[src/rtl/stack_seq_pkg.sv]
// stack_seq_pkg
//   Shared types and helpers for the stack sequencer.
//   - op_e      : request operation codes (6 and 7 are NOPs)
//   - state_e   : sequencer FSM states
//   - STACK_TOP_DEFAULT : empty-stack SP value / highest stack word address
//   - word_count(), is_push(), is_pop() : per-operation word bookkeeping
package stack_seq_pkg;

    localparam int STACK_TOP_DEFAULT = 2047;

    typedef enum logic [2:0] {
        OP_PUSH = 3'd0,
        OP_POP  = 3'd1,
        OP_CALL = 3'd2,
        OP_RET  = 3'd3,
        OP_INT  = 3'd4,
        OP_RTI  = 3'd5,
        OP_NOP6 = 3'd6,
        OP_NOP7 = 3'd7
    } op_e;

    typedef enum logic [2:0] {
        S_IDLE  = 3'd0,
        S_WRITE = 3'd1,
        S_READ  = 3'd2,
        S_RWAIT = 3'd3,
        S_DONE  = 3'd4
    } state_e;

    function automatic logic [1:0] word_count(input op_e op);
        case (op)
            OP_PUSH, OP_POP: word_count = 2'd1;
            OP_CALL, OP_RET: word_count = 2'd2;
            OP_INT,  OP_RTI: word_count = 2'd3;
            default:         word_count = 2'd0;
        endcase
    endfunction

    function automatic logic is_push(input op_e op);
        is_push = (op == OP_PUSH) || (op == OP_CALL) || (op == OP_INT);
    endfunction

    function automatic logic is_pop(input op_e op);
        is_pop = (op == OP_POP) || (op == OP_RET) || (op == OP_RTI);
    endfunction

endpackage

[src/rtl/stack_limit_check.sv]
// stack_limit_check
//   Combinational stack bounds check for the request being accepted.
//   Ports:
//     sp  in  AW : current stack pointer
//     op  in  op_e : requested operation
//     ovf out 1  : push of n words would need more than sp free words (M[0] reserved)
//     unf out 1  : pop of n words would move sp past STACK_TOP
module stack_limit_check
    import stack_seq_pkg::*;
#(
    parameter int AW        = 11,
    parameter int STACK_TOP = STACK_TOP_DEFAULT
) (
    input  logic [AW-1:0] sp,
    input  op_e           op,
    output logic          ovf,
    output logic          unf
);

    // One extra bit so sp + n cannot wrap before the compare.
    localparam logic [AW:0] TOP = (AW+1)'(STACK_TOP);

    logic [AW:0] n_ext;
    logic [AW:0] sp_ext;

    assign n_ext  = (AW+1)'(word_count(op));
    assign sp_ext = {1'b0, sp};
    assign ovf    = is_push(op) && (sp_ext < n_ext);
    assign unf    = is_pop(op) && ((sp_ext + n_ext) > TOP);

endmodule

[src/rtl/stack_sequencer.sv]
// stack_sequencer
//   Sequences PUSH/POP/CALL/RET/INT/RTI stack traffic onto a shared 16-bit
//   data-memory port. Stack grows down; sp points at the next free word.
//   Optional feature macro: STACK_LIMIT_CHECK_EN (overflow/underflow detection;
//   when undefined sp simply wraps modulo 2^AW and exc_* stay 0).
//   Ports:
//     clk, reset                 : clock, async active-high reset
//     req_valid/req_ready        : request handshake (ready only in IDLE)
//     req_op, req_data, req_flags: operation, push operand / PC, INT flags
//     mem_req/we/addr/wdata      : memory port request, held until mem_gnt
//     mem_gnt, mem_rdata         : grant; read data valid the cycle after grant
//     rsp_valid/data/flags       : one-cycle completion with popped values
//     sp                         : current stack pointer (zero-extended)
//     busy                       : stall request, high outside IDLE
//     exc_ovf, exc_unf           : limit violation, valid with rsp_valid
//
//   state | meaning
//   IDLE  | waiting for a request, req_ready high
//   WRITE | pushing one word, mem_req held until granted
//   READ  | popping one word, mem_req held until granted
//   RWAIT | read data returns, captured here
//   DONE  | rsp_valid for one cycle
module stack_sequencer
    import stack_seq_pkg::*;
#(
    parameter int STACK_TOP = STACK_TOP_DEFAULT,
    parameter int AW        = 11
) (
    input  logic          clk,
    input  logic          reset,
    input  logic          req_valid,
    output logic          req_ready,
    input  logic [2:0]    req_op,
    input  logic [31:0]   req_data,
    input  logic [3:0]    req_flags,
    output logic          mem_req,
    output logic          mem_we,
    output logic [AW-1:0] mem_addr,
    output logic [15:0]   mem_wdata,
    input  logic          mem_gnt,
    input  logic [15:0]   mem_rdata,
    output logic          rsp_valid,
    output logic [31:0]   rsp_data,
    output logic [3:0]    rsp_flags,
    output logic [31:0]   sp,
    output logic          busy,
    output logic          exc_ovf,
    output logic          exc_unf
);

    localparam logic [AW-1:0] SP_RESET = AW'(STACK_TOP);
    localparam logic [AW-1:0] SP_ONE   = AW'(1);

    state_e        state, state_next;
    op_e           op_in, op_q;
    logic [31:0]   data_q;
    logic [3:0]    flags_q;
    logic [1:0]    nwords, widx, slot;
    logic [AW-1:0] sp_q;
    logic [15:0]   w0, w1;
    logic [3:0]    flags_rd;
    logic          ovf_now, unf_now, ovf_q, unf_q;
    logic [15:0]   wdata_sel;

    assign op_in = op_e'(req_op);

`ifdef STACK_LIMIT_CHECK_EN
    stack_limit_check #(
        .AW        (AW),
        .STACK_TOP (STACK_TOP)
    ) u_limit (
        .sp  (sp_q),
        .op  (op_in),
        .ovf (ovf_now),
        .unf (unf_now)
    );
`else
    assign ovf_now = 1'b0;
    assign unf_now = 1'b0;
`endif

    // Push order is PC hi, PC lo, flags; widx counts words already done.
    always_comb begin
        wdata_sel = 16'h0000;
        if (op_q == OP_PUSH) begin
            wdata_sel = data_q[15:0];
        end else begin
            case (widx)
                2'd0:    wdata_sel = data_q[31:16];
                2'd1:    wdata_sel = data_q[15:0];
                default: wdata_sel = {12'h000, flags_q};
            endcase
        end
    end

    // Pops run in reverse, so the word just read lands in push slot n-widx.
    assign slot = nwords - widx;

    always_ff @(posedge clk or posedge reset) begin
        if (reset) begin
            state <= S_IDLE;
        end else begin
            state <= state_next;
        end
    end

    always_comb begin
        state_next = state;
        req_ready  = 1'b0;
        busy       = 1'b1;
        mem_req    = 1'b0;
        mem_we     = 1'b0;
        mem_addr   = sp_q;
        mem_wdata  = 16'h0000;
        rsp_valid  = 1'b0;
        case (state)
            S_IDLE: begin
                req_ready = 1'b1;
                busy      = 1'b0;
                if (req_valid) begin
                    if (ovf_now || unf_now)  state_next = S_DONE;
                    else if (is_push(op_in)) state_next = S_WRITE;
                    else if (is_pop(op_in))  state_next = S_READ;
                    else                     state_next = S_DONE;
                end
            end
            S_WRITE: begin
                mem_req   = 1'b1;
                mem_we    = 1'b1;
                mem_wdata = wdata_sel;
                if (mem_gnt && (widx == nwords - 2'd1)) state_next = S_DONE;
            end
            S_READ: begin
                mem_req  = 1'b1;
                mem_addr = sp_q + SP_ONE;
                if (mem_gnt) state_next = S_RWAIT;
            end
            S_RWAIT: begin
                state_next = (widx == nwords) ? S_DONE : S_READ;
            end
            S_DONE: begin
                rsp_valid  = 1'b1;
                state_next = S_IDLE;
            end
            default: state_next = S_IDLE;
        endcase
    end

    always_ff @(posedge clk or posedge reset) begin
        if (reset) begin
            op_q     <= OP_PUSH;
            data_q   <= '0;
            flags_q  <= '0;
            nwords   <= '0;
            widx     <= '0;
            sp_q     <= SP_RESET;
            w0       <= '0;
            w1       <= '0;
            flags_rd <= '0;
            ovf_q    <= 1'b0;
            unf_q    <= 1'b0;
        end else begin
            case (state)
                S_IDLE: begin
                    if (req_valid) begin
                        op_q     <= op_in;
                        data_q   <= req_data;
                        flags_q  <= req_flags;
                        nwords   <= word_count(op_in);
                        widx     <= '0;
                        w0       <= '0;
                        w1       <= '0;
                        flags_rd <= '0;
                        ovf_q    <= ovf_now;
                        unf_q    <= unf_now;
                    end
                end
                S_WRITE: begin
                    if (mem_gnt) begin
                        sp_q <= sp_q - SP_ONE;
                        widx <= widx + 2'd1;
                    end
                end
                S_READ: begin
                    if (mem_gnt) begin
                        sp_q <= sp_q + SP_ONE;
                        widx <= widx + 2'd1;
                    end
                end
                S_RWAIT: begin
                    case (slot)
                        2'd0:    w0       <= mem_rdata;
                        2'd1:    w1       <= mem_rdata;
                        default: flags_rd <= mem_rdata[3:0];
                    endcase
                end
                default: ;
            endcase
        end
    end

    always_comb begin
        rsp_data  = 32'h0;
        rsp_flags = 4'h0;
        if (state == S_DONE) begin
            case (op_q)
                OP_POP: rsp_data = {16'h0000, w0};
                OP_RET: rsp_data = {w0, w1};
                OP_RTI: begin
                    rsp_data  = {w0, w1};
                    rsp_flags = flags_rd;
                end
                default: ;
            endcase
        end
    end

    assign sp      = {{(32-AW){1'b0}}, sp_q};
    assign exc_ovf = (state == S_DONE) && ovf_q;
    assign exc_unf = (state == S_DONE) && unf_q;

endmodule

[config.mk]
export PLATFORM = sky130hd
export DESIGN_NAME = stack_sequencer
export DESIGN_NICKNAME = d
export VERILOG_FILES = /design/src/rtl/stack_seq_pkg.sv /design/src/rtl/stack_limit_check.sv /design/src/rtl/stack_sequencer.sv
export SDC_FILE = /design/constraint.sdc
export NUM_CORES = 1
export LEC_CHECK = 0
export BUFFER_PORTS_ARGS = -buffer_cell sky130_fd_sc_hd__buf_2
export CORE_ASPECT_RATIO = 0.8
export CORE_MARGIN = 3
export CORE_UTILIZATION = 25
export DETAILED_ROUTE_END_ITERATION = 12
export MAX_ROUTING_LAYER = met4
export PLACE_DENSITY = 0.58
export SKIP_LAST_GASP = 1
export SLEW_MARGIN = 20
export SYNTH_ARGS = -nofsm -noshare
export SYNTH_HDL_FRONTEND = slang
export SYNTH_SLANG_ARGS = --single-unit
[constraint.sdc]
create_clock -name clk -period 3 [get_ports clk]
set_input_delay 0.45 -clock clk [delete_from_list [all_inputs] [get_ports clk]]
set_output_delay 0.45 -clock clk [all_outputs]
set_load 0.05 [all_outputs]
==> key figures, run 1 <==
Critical path
  • Largest delay share family, worst path: simple AND/OR/NAND/NOR gates
  • CP max stage cell: or4_1
  • Req. time, crit path: approximately 2600 ps
  • Worst setup SP type: flip-flop
  • Worst EP arrival: about 2400 ps
  • Setup CP Type: reg -> out
  • Critical Path Sink Type: output pin
  • Crit-path max cell delay: approximately 610 ps
  • Buf/Inv on CP: 1
  • Max Fanout on Critical Path: 13
  • CP Cell Sequence: or3b_4 > or4_1 > xnor2_1 > buf_2

Power and ir drop
  • Max VDD drop: between 0.0006 and 0.0007 V
  • Leakage: 3.308 nW
  • Power Dens Cells: 1081 nW/um^2

Global route
  • GRT met1 Usage: 0.1696
  • Routing usage on met3: 0.03683
  • Grt ovf: 0
  • GR Util All Layers: 0.1212
  • First-pass GRT wire length: roughly 21,000 um
  • Largest net degree at the start of global routing: 58
  • M2 GR Usage: 0.1734
  • Vias in the first global route: roughly 3.9k
  • Most used routing layer: met2
  • Initial antenna violation count: 2

Flow run
  • Max Cap Violations: 0

Layout
  • Area delta synth->final: 23.18%
  • Non-filler instance count after layout: 937
  • # fillers: approximately 2.1k
  • Design Area, Final: 6304 um^2
  • Most frequent cells in the layout: buf_2 (137), nand2_1 (132), dfrtp_1 (82), and2_1 (39), conb_1 (23)
  • Layout cells sized above 1: 0.3323
  • Commonest non-fill, non-tap cell in the layout: buf_2
  • Final net count: 735

Routing
  • Detailed-route DRC error count: 0
  • Detailed Routing Iterations Pass 1: 4
  • Total detailed-routing wirelength: between 10,000 and 15,000 um
  • Avg Vias per Cell: 4.418
  • Total number of vias: between 4k and 5k
  • Final ANT Viol Nets: 0
  • Wire per inst: about 14 um
  • Drt initial violations: 255

Clock tree
  • Clock Tree Buf Depth: 2
  • Clock Tree Root: clkbuf_16
  • Clock Pin Slew Worst Setup and Hold Paths: approximately 70 ps
  • Skew-Pair Late Insertion Delay: approximately 350 ps
  • CTS tree: built
  • CTS Buf Count: 9
  • H-tree depth: 3
  • Setup Buffers After CTS: 0
  • Clk sinks: 93

Yosys
  • Compound-Gate Fraction of Synth Area: 0.09120
  • Number of enable flip-flop cells after synthesis: 0
  • Yosys cell types: 51
  • XOR/XNOR Fraction of Synth Area: 0.04523
  • Netlist Area Pre-Place: 5117 um^2
  • Syn_area_per_cell: 9.477 um^2
  • Async set-reset flop share out of synthesis: 1.000
  • Synth Area in Adders: 0.02445
  • Post-synthesis mux area share: 0.07971
  • Post-synthesis simple-gate area fraction: 0.2257
  • Post-Syn Instances: 540
  • Ys flop type: dfrtp_1
  • Yosys reg bits: 93
  • Sequential area share after synthesis: 0.4575
  • Largest family of logic cells by synthesized area: simple AND/OR/NAND/NOR gates
  • Synth warnings: 0

Timing
  • Worst-Margin Slew: 517.7 ps
  • FMAX: 0.3484 GHz
  • Final worst path period need: 2871 ps
  • Rel. slew slack: 0.6549
  • Clock skew: ~11 ps
  • Final Setup Violations: 0
  • Slew Limit Fails: 0
  • RSZ-0062 raised after global routing: no
  • Final Hold Fails: 0
  • Final setup TNS: 0 ps
  • Fin crit share: 0.9568

Min path
  • Worst Hold Class: in -> async

Placed design
  • Placer Congestion: around 0.77
  • Post-placement cell area: ~6000 um^2
  • Placed Cells: 919
  • Post-detail-place hpwl: 9435 um
  • IO buf count: around 140

Status
  • Outcome: completed

Die
  • Starting density of the core: 0.2562
  • Floorplan Core Area: 19,970 um^2
  • FP Rows: 46
  • Die Y: 134.0 um
  • I/O Pins: 161
  • Die Area: 22,230 um^2
  • DIE WIDTH: about 170 um
state kept, by name, indices dropped and copies added (netlist names), 3 cells and up:
| register | flops |
|---|---|
| data_q | 32 |
| flags_q | 4 |
| flags_rd | 4 |
| op_q | 3 |
| sp_q | 11 |
| state | 3 |
| w0 | 16 |
| w1 | 16 |
area by class of cell:
| cell class | count | area (um^2) | share of cell area |
|---|---|---|---|
| antenna | 2 | 5.005 | 0.0007940 |
| clock buffer | 9 | 225.2 | 0.03573 |
| clock inverter | 7 | 62.56 | 0.009925 |
| inverter | 14 | 55.05 | 0.008734 |
| multi-input combinational | 398 | 2489 | 0.3948 |
| sequential | 93 | 2341 | 0.3714 |
| tap | 264 | 330.3 | 0.05240 |
| timing repair buffer | 150 | 795.8 | 0.1262 |
cells in the mapped netlist, types with 3 or more instances:
cell type,number,area [um^2]
mux2_4,10,150.1
nor2_1,22,82.58
o21ai_0,14,70.07
buf_4,24,180.2
or3_1,5,31.28
xnor2_1,13,113.9
nor4_1,3,18.77
clkbuf_1,22,82.58
a22o_1,18,157.7
xor2_1,9,78.83
nor3b_1,5,37.54
nand2_1,132,495.5
a21oi_1,11,55.05
nand3_1,11,55.05
dfstp_2,11,289.0
buf_6,3,33.78
a22oi_1,14,105.1
inv_1,14,52.55
nand4_1,4,25.02
buf_2,6,30.03
mux2_2,22,247.7
dfrtp_1,82,2052
ha_1,10,125.1
and2_1,39,244.0
nor3_1,4,20.02
metrics by stage:
step | hold slack (ps) | utilization | total power [mW] | setup slack, ps
finish | 125.7 | 0.3156 | 6.816 | 129.5
global route | 172.0 | 0.3156 | 7.337 | 1.985
CTS | 139.7 | 0.3151 | 6.926 | 61.32
detailed placement | 462.4 | 0.3005 | 5.748 | 364.4
global placement | 455.1 | 0.3005 | 5.710 | 401.8
floorplan | 437.6 | - | 4.952 | 56.36
final timing paths:
kind,from,to,slack (ps),depth (start not counted)
worst max register to register,sp_q[0],sp_q[8],910,6
min in group clk,req_data[15],data_q[15],290,3
max in group asynchronous,reset,sp_q[10],2140,3
worst min-delay path,reset,data_q[10],130,2
worst min register to register,data_q[9],data_q[9],480,2
worst max-delay path,state[0],mem_addr[9],130,4
timing repair:
action                     in CTS  in global routing
hold buffers                    0                  0
resized for setup               1                  1
setup endpoints to repair       1                  1
layer usage:
layer / part of all wire / vias to the layer above
met5: 0 / -
met4: 0.0093 / 0
met3: 0.065 / 11
met2: 0.44 / 117
met1: 0.49 / 1994
li1: - / 2018
logic make-up after synthesis:
logic type | Yosys count
AND/OR/NAND/NOR | 241
flip-flops | 93
buffers and inverters | 71
AO/OA/AOI/OAI | 67
multiplexers | 33
XOR/XNOR | 24
adder cells (fa/ha/maj) | 10
other | 1
report_power, final:
group	total (mW)	switching (mW)	internal (mW)
sequential	2.27	0.445	1.83
combinational	3.42	2.31	1.11
clock	1.12	0.539	0.582
total	6.82	3.29	3.52
Note: power is estimated with default switching activity, not from simulation.
==> run 2: changes to the inputs <==
--- a/config.mk
+++ b/config.mk
@@ -9,6 +9,7 @@
 export CORE_ASPECT_RATIO = 0.8
 export CORE_MARGIN = 3
 export CORE_UTILIZATION = 25
+export CTS_BUF_LIST = sky130_fd_sc_hd__clkbuf_2
 export DETAILED_ROUTE_END_ITERATION = 12
 export MAX_ROUTING_LAYER = met4
 export PLACE_DENSITY = 0.58
==> run 2 against run 1 <==
Effect of this change: combinational power grew 13%; count of clock-buffer cells in the layout is the same; cell count grew 7.2%; critical path type unchanged; largest cell class unchanged.
==> key figures, run 2 (synthesis gave the netlist of run 1 again) <==
Timing
  • PnR worst setup slack: about 120 ps
  • Worst hold slack: 109.4 ps
  • Clock skew: 32.02 ps
  • Final Hold Fails: 0
  • Slew Limit Fails: 0
  • Final worst path period need: approximately 2900 ps
  • RSZ-0062 raised after global routing: yes
  • Fin crit share: 0.9594
  • FMAX: 0.3475 GHz
  • Final Setup Violations: 0

Clock tree
  • H-tree depth: 3
  • CTS tree: built
  • Clock Pin Slew Worst Setup and Hold Paths: just under 300 ps
  • Clk sinks: 93
  • Skew-Pair Late Insertion Delay: 630 ps
  • Clock Tree Root: clkbuf_2
  • CTS Buf Count: 9
  • Clock Tree Buf Depth: 2

Power and ir drop
  • Max VDD drop: 0.0006535 V
  • Total internal power: 3.352 mW
  • Logic pwr share: 0.577
  • Leakage: approximately 3.5 nW
  • NetSw: 3.376 mW
  • Clock power share: 0.094
  • Sequential Power Share: 0.329
  • Power Dens Cells: ~970 nW/um^2
  • Switching share of power: 0.5017

Global route
  • GR Util All Layers: 0.1272
  • Largest net degree at the start of global routing: 58
  • Initial antenna violation count: 1
  • Grt ovf: 0
  • First-pass GRT wire length: 22,200 um
  • Vias in the first global route: 4,219

Die
  • FP Rows: 46
  • DIE WIDTH: 166.0 um
  • Starting density of the core: 0.2562
  • Die Y: 134.0 um
  • Die Area: roughly 22,000 um^2
  • I/O Pins: 161
  • Floorplan Core Area: 19,970 um^2

Layout
  • Max FFs per register: 32
  • Non-filler instance count after layout: 1,004
  • Final net count: around 800
  • Layout Utilization: 0.3485
  • Area delta synth->final: 36.01%
  • Layout cells sized above 1: 0.3572
  • Design Area, Final: a little under 7000 um^2
  • Commonest non-fill, non-tap cell in the layout: nand2_1
  • Most flops, register: data_q
  • Biggest regs: data_q: 32 flops, w0: 16 flops, w1: 16 flops
  • Most frequent cells in the layout: nand2_1 (131), buf_2 (90), dfrtp_1 (78), buf_4 (56), dlygate4sd3_1 (42)

Critical path
  • Max Fanout on Critical Path: 6
  • Setup CP Type: reg -> out
  • Critical Path Sink Type: output pin
  • Req. time, crit path: 2550 ps
  • Worst EP arrival: 2430 ps
  • Worst setup SP type: flip-flop

Placed design
  • Post-placement cell area: 6002 um^2
  • Placed Cells: 919
  • IO buf count: 137
  • Post-detail-place hpwl: 9435 um
  • Placer Congestion: between 0.7 and 0.8
  • Pre-CTS setup slack: approximately 360 ps

Routing
  • Total detailed-routing wirelength: around 14,000 um
  • Wire per inst: 13.94 um
  • Drt initial violations: roughly 250
  • Avg Vias per Cell: 4.409
  • Total number of vias: 4,427
  • Detailed Routing Iterations Pass 1: 6
  • Final ANT Viol Nets: 0
  • Detailed-route DRC error count: 0

Status
  • Outcome: completed

Flow run
  • Max Cap Violations: 0

Min path
  • Worst Hold Class: in -> reg
run 2: layout make-up:
cell class | count | area, um^2
Fill cell | 2079 | 13010
Clock inverter | 7 | 62.56
Tap cell | 264 | 330.3
Clock buffer | 9 | 45.04
Inverter | 14 | 58.81
Antenna cell | 1 | 2.502
Timing Repair Buffer | 217 | 1541
Multi-Input combinational cell | 399 | 2574
Sequential cell | 93 | 2346
run 2: power groups by stage:
| stage | Combinational, mW | Clock [mW] | Sequential [mW] |
|---|---|---|---|
| 5_1_grt | 4.21 | 0.749 | 2.30 |
| 2_1_floorplan | 2.59 | 0 | 2.36 |
| 3_5_place_dp | 3.46 | 0 | 2.29 |
| 3_3_place_gp | 3.43 | 0 | 2.28 |
| 6_report | 3.88 | 0.632 | 2.21 |
| 4_1_cts | 3.69 | 0.675 | 2.22 |
run 2: metrics by stage:
stage	TNS [ps]	power, mW
2_1_floorplan	0	4.952
3_3_place_gp	0	5.710
3_5_place_dp	0	5.748
4_1_cts	-62.64	6.585
5_1_grt	-1646	7.260
6_report	0	6.728
run 2: metal layers:
metal / GRT usage / part of all wire / routed length [um] / vias up
li1: - / - / - / 2148
met1: 0.1719 / 0.49 / 6826 / 2147
met2: 0.1914 / 0.45 / 6322 / 124
met3: 0.03182 / 0.054 / 751 / 8
met4: 0.03510 / 0.0065 / 91 / 0
met5: - / 0 / 0 / -
run 2: repair_timing:
action | CTS | global route
hold buffers | 42 | 0
pin swaps | 0 | 7
resized for setup | 32 | 43
setup endpoints to repair | 53 | 60
endpoints found under the hold margin | 77 | 0
setup buffers | 9 | 16
gates cloned | 0 | 1
run 2: path summary, 6_finish.rpt:
path	start	to	slack, ps	depth (start not counted)
max	sp_q[4]	mem_addr[9]	120	4
min	req_op[2]	op_q[2]	110	3
max reg2reg	sp_q[0]	sp_q[8]	740	7
min reg2reg	data_q[9]	data_q[9]	510	2
max in group asynchronous	reset	sp_q[2]	1890	4
min in group asynchronous	reset	data_q[24]	360	3
run 2: critical path, cell delays in order, from the launching register on:
cell	delay, ps
dfstp_2	660
nand4_1	180
or4_4	600
xnor2_2	180
buf_6	180
==> run 3: changes to the inputs <==
==> constraint.sdc (replaced) <==
create_clock -name clk -period 3 [get_ports clk]
set_input_delay 0.45 -clock clk [delete_from_list [all_inputs] [get_ports clk]]
set_output_delay 0.45 -clock clk [all_outputs]
set_load 0.005 [all_outputs]
==> run 3 against run 2 <==
Effect of this change: critical path depth rose by 1; global-route usage barely moved; power fell by 18%; largest power group unchanged; sequential share of layout area rose by 1.8 points; via count fell by 5.7%; sequential cell count did not move; worst setup slack improved by 73 ps.
==> key figures, run 3 (synthesis gave the netlist of run 1 again) <==
Global route
  • First-pass GRT wire length: 22,060 um
  • Initial antenna violation count: 1
  • Vias in the first global route: 4,179
  • Grt ovf: 0
  • Largest net degree at the start of global routing: 58
  • GR Util All Layers: 0.1274

Die
  • Starting density of the core: 0.2562
  • Die Y: 134.0 um
  • FP Rows: 46
  • Die Area: 22,230 um^2
  • Floorplan Core Area: between 15,000 and 20,000 um^2
  • DIE WIDTH: 166.0 um
  • I/O Pins: 161

Clock tree
  • Skew-Pair Late Insertion Delay: 570 ps
  • Clock Tree Root: clkbuf_2
  • Clock Tree Buf Depth: 2
  • CTS tree: built
  • Clock Pin Slew Worst Setup and Hold Paths: 270 ps
  • Clk sinks: 93
  • H-tree depth: 3
  • CTS Buf Count: 9

Critical path
  • Worst EP arrival: 2350 ps
  • Worst setup SP type: flip-flop
  • Worst R2R Path Depth: 4
  • FF-to-FF setup slack: roughly 480 ps
  • Max Fanout on Critical Path: 7
  • FF-to-FF Start: widx[0]
  • Setup CP Type: reg -> out
  • FF-to-FF End: w1[11]
  • Critical Path Sink Type: output pin
  • Req. time, crit path: 2550 ps
  • Crit path from: sp_q[1]

Placed design
  • IO buf count: between 100 and 150
  • Placed Cells: slightly above 900
  • Post-placement cell area: 5989 um^2
  • Post-detail-place hpwl: roughly 9500 um
  • Placer Congestion: 0.7658
  • Pre-CTS setup slack: 494.0 ps

Timing
  • Final Setup Violations: 0
  • Rel. slew slack: 0.2793
  • Final Hold Fails: 0
  • RSZ-0062 raised after global routing: yes
  • FMAX: 0.3565 GHz
  • Clock skew: 22.14 ps
  • Worst-Margin Slew: 1081 ps
  • Fin crit share: 0.9349
  • Final worst path period need: ~2800 ps
  • Slew Limit Fails: 0
  • PnR worst setup slack: 195.3 ps

Routing
  • Total number of vias: 4,173
  • Detailed-route DRC error count: 0
  • Total detailed-routing wirelength: 13,760 um
  • Detailed Routing Iterations Pass 1: 4
  • Avg Vias per Cell: 4.258
  • Wire per inst: 14.04 um
  • Drt initial violations: 145
  • Final ANT Viol Nets: 0

Layout
  • Non-filler instance count after layout: 980
  • Most flops, register: data_q
  • Design Area, Final: 6606 um^2
  • Max FFs per register: 32
  • Final net count: 779
  • Layout Utilization: 0.3308
  • Commonest non-fill, non-tap cell in the layout: buf_2
  • Most frequent cells in the layout: buf_2 (137), nand2_1 (132), dfrtp_1 (79), and2_1 (38), dlygate4sd3_1 (36)
  • Layout cells sized above 1: 0.3343
  • Biggest regs: data_q: 32 flops, w0: 16 flops, w1: 16 flops
  • Area delta synth->final: 29.10%

Min path
  • Worst hold start: req_data[26]
  • Worst Hold Path EP: data_q[26]
  • Hold depth: 3
  • Worst Hold Class: in -> reg

Power and ir drop
  • Max VDD drop: 0.0003165 V
  • Power Dens Cells: 835.4 nW/um^2
  • Leakage: 3.437 nW

Flow run
  • Max Cap Violations: 0

Status
  • Outcome: completed
[run 3: area by class of cell]
type | count | area, um^2
Antenna cell | 1 | 2.502
Clock buffer | 9 | 45.04
Clock inverter | 7 | 58.81
Fill cell | 2065 | 13370
Inverter | 14 | 55.05
Multi-Input combinational cell | 398 | 2539
Sequential cell | 93 | 2345
Tap cell | 264 | 330.3
Timing Repair Buffer | 194 | 1231
[run 3: worst max path at each step]
stage / slack, ps / to
finish: 200 / mem_addr[8]
global route: -30 / rsp_data[7]
CTS: 5 / mem_addr[9]
detailed placement: 490 / w1[11]
global placement: 560 / w1[12]
floorplan: 150 / data_q[0]
[run 3: per-layer routing]
metal / GRT usage / vias up / part of all wire
met5: - / - / 0
met1: 0.1706 / 1974 / 0.49
met3: 0.03830 / 9 / 0.058
li1: - / 2082 / -
met4: 0.02356 / 0 / 0.0079
met2: 0.1939 / 108 / 0.44
[run 3: where the power goes]
part / switching, mW / internal, mW / total (mW) / leakage, nW
Sequential: 0.430 / 1.82 / 2.25 / 1.18
Clock: 0.479 / 0.124 / 0.603 / 0.0648
Combinational: 1.44 / 1.23 / 2.66 / 2.19
[run 3: critical path, stage by stage (launching register included)]
cell	delay, ps
dfstp_2	650
ha_1	230
nand4bb_4	170
or3_1	460
xnor2_1	150
buf_2	130
[run 3: stage by stage]
step	hold WS, ps	power (mW)	TNS, ps
3_3_place_gp	454.6	4.762	0
4_1_cts	0.1210	5.549	0
3_5_place_dp	454.9	4.804	0
2_1_floorplan	437.6	3.993	0
6_report	94.03	5.519	0
5_1_grt	7.949	6.033	-147.3
[run 3: what timing repair did]
action	CTS	global route
buffers inserted	4	5
gates resized for setup	8	9
setup endpoints to repair	37	51
pin swaps	0	1
hold endpoints to repair	71	0
hold buffers	36	0
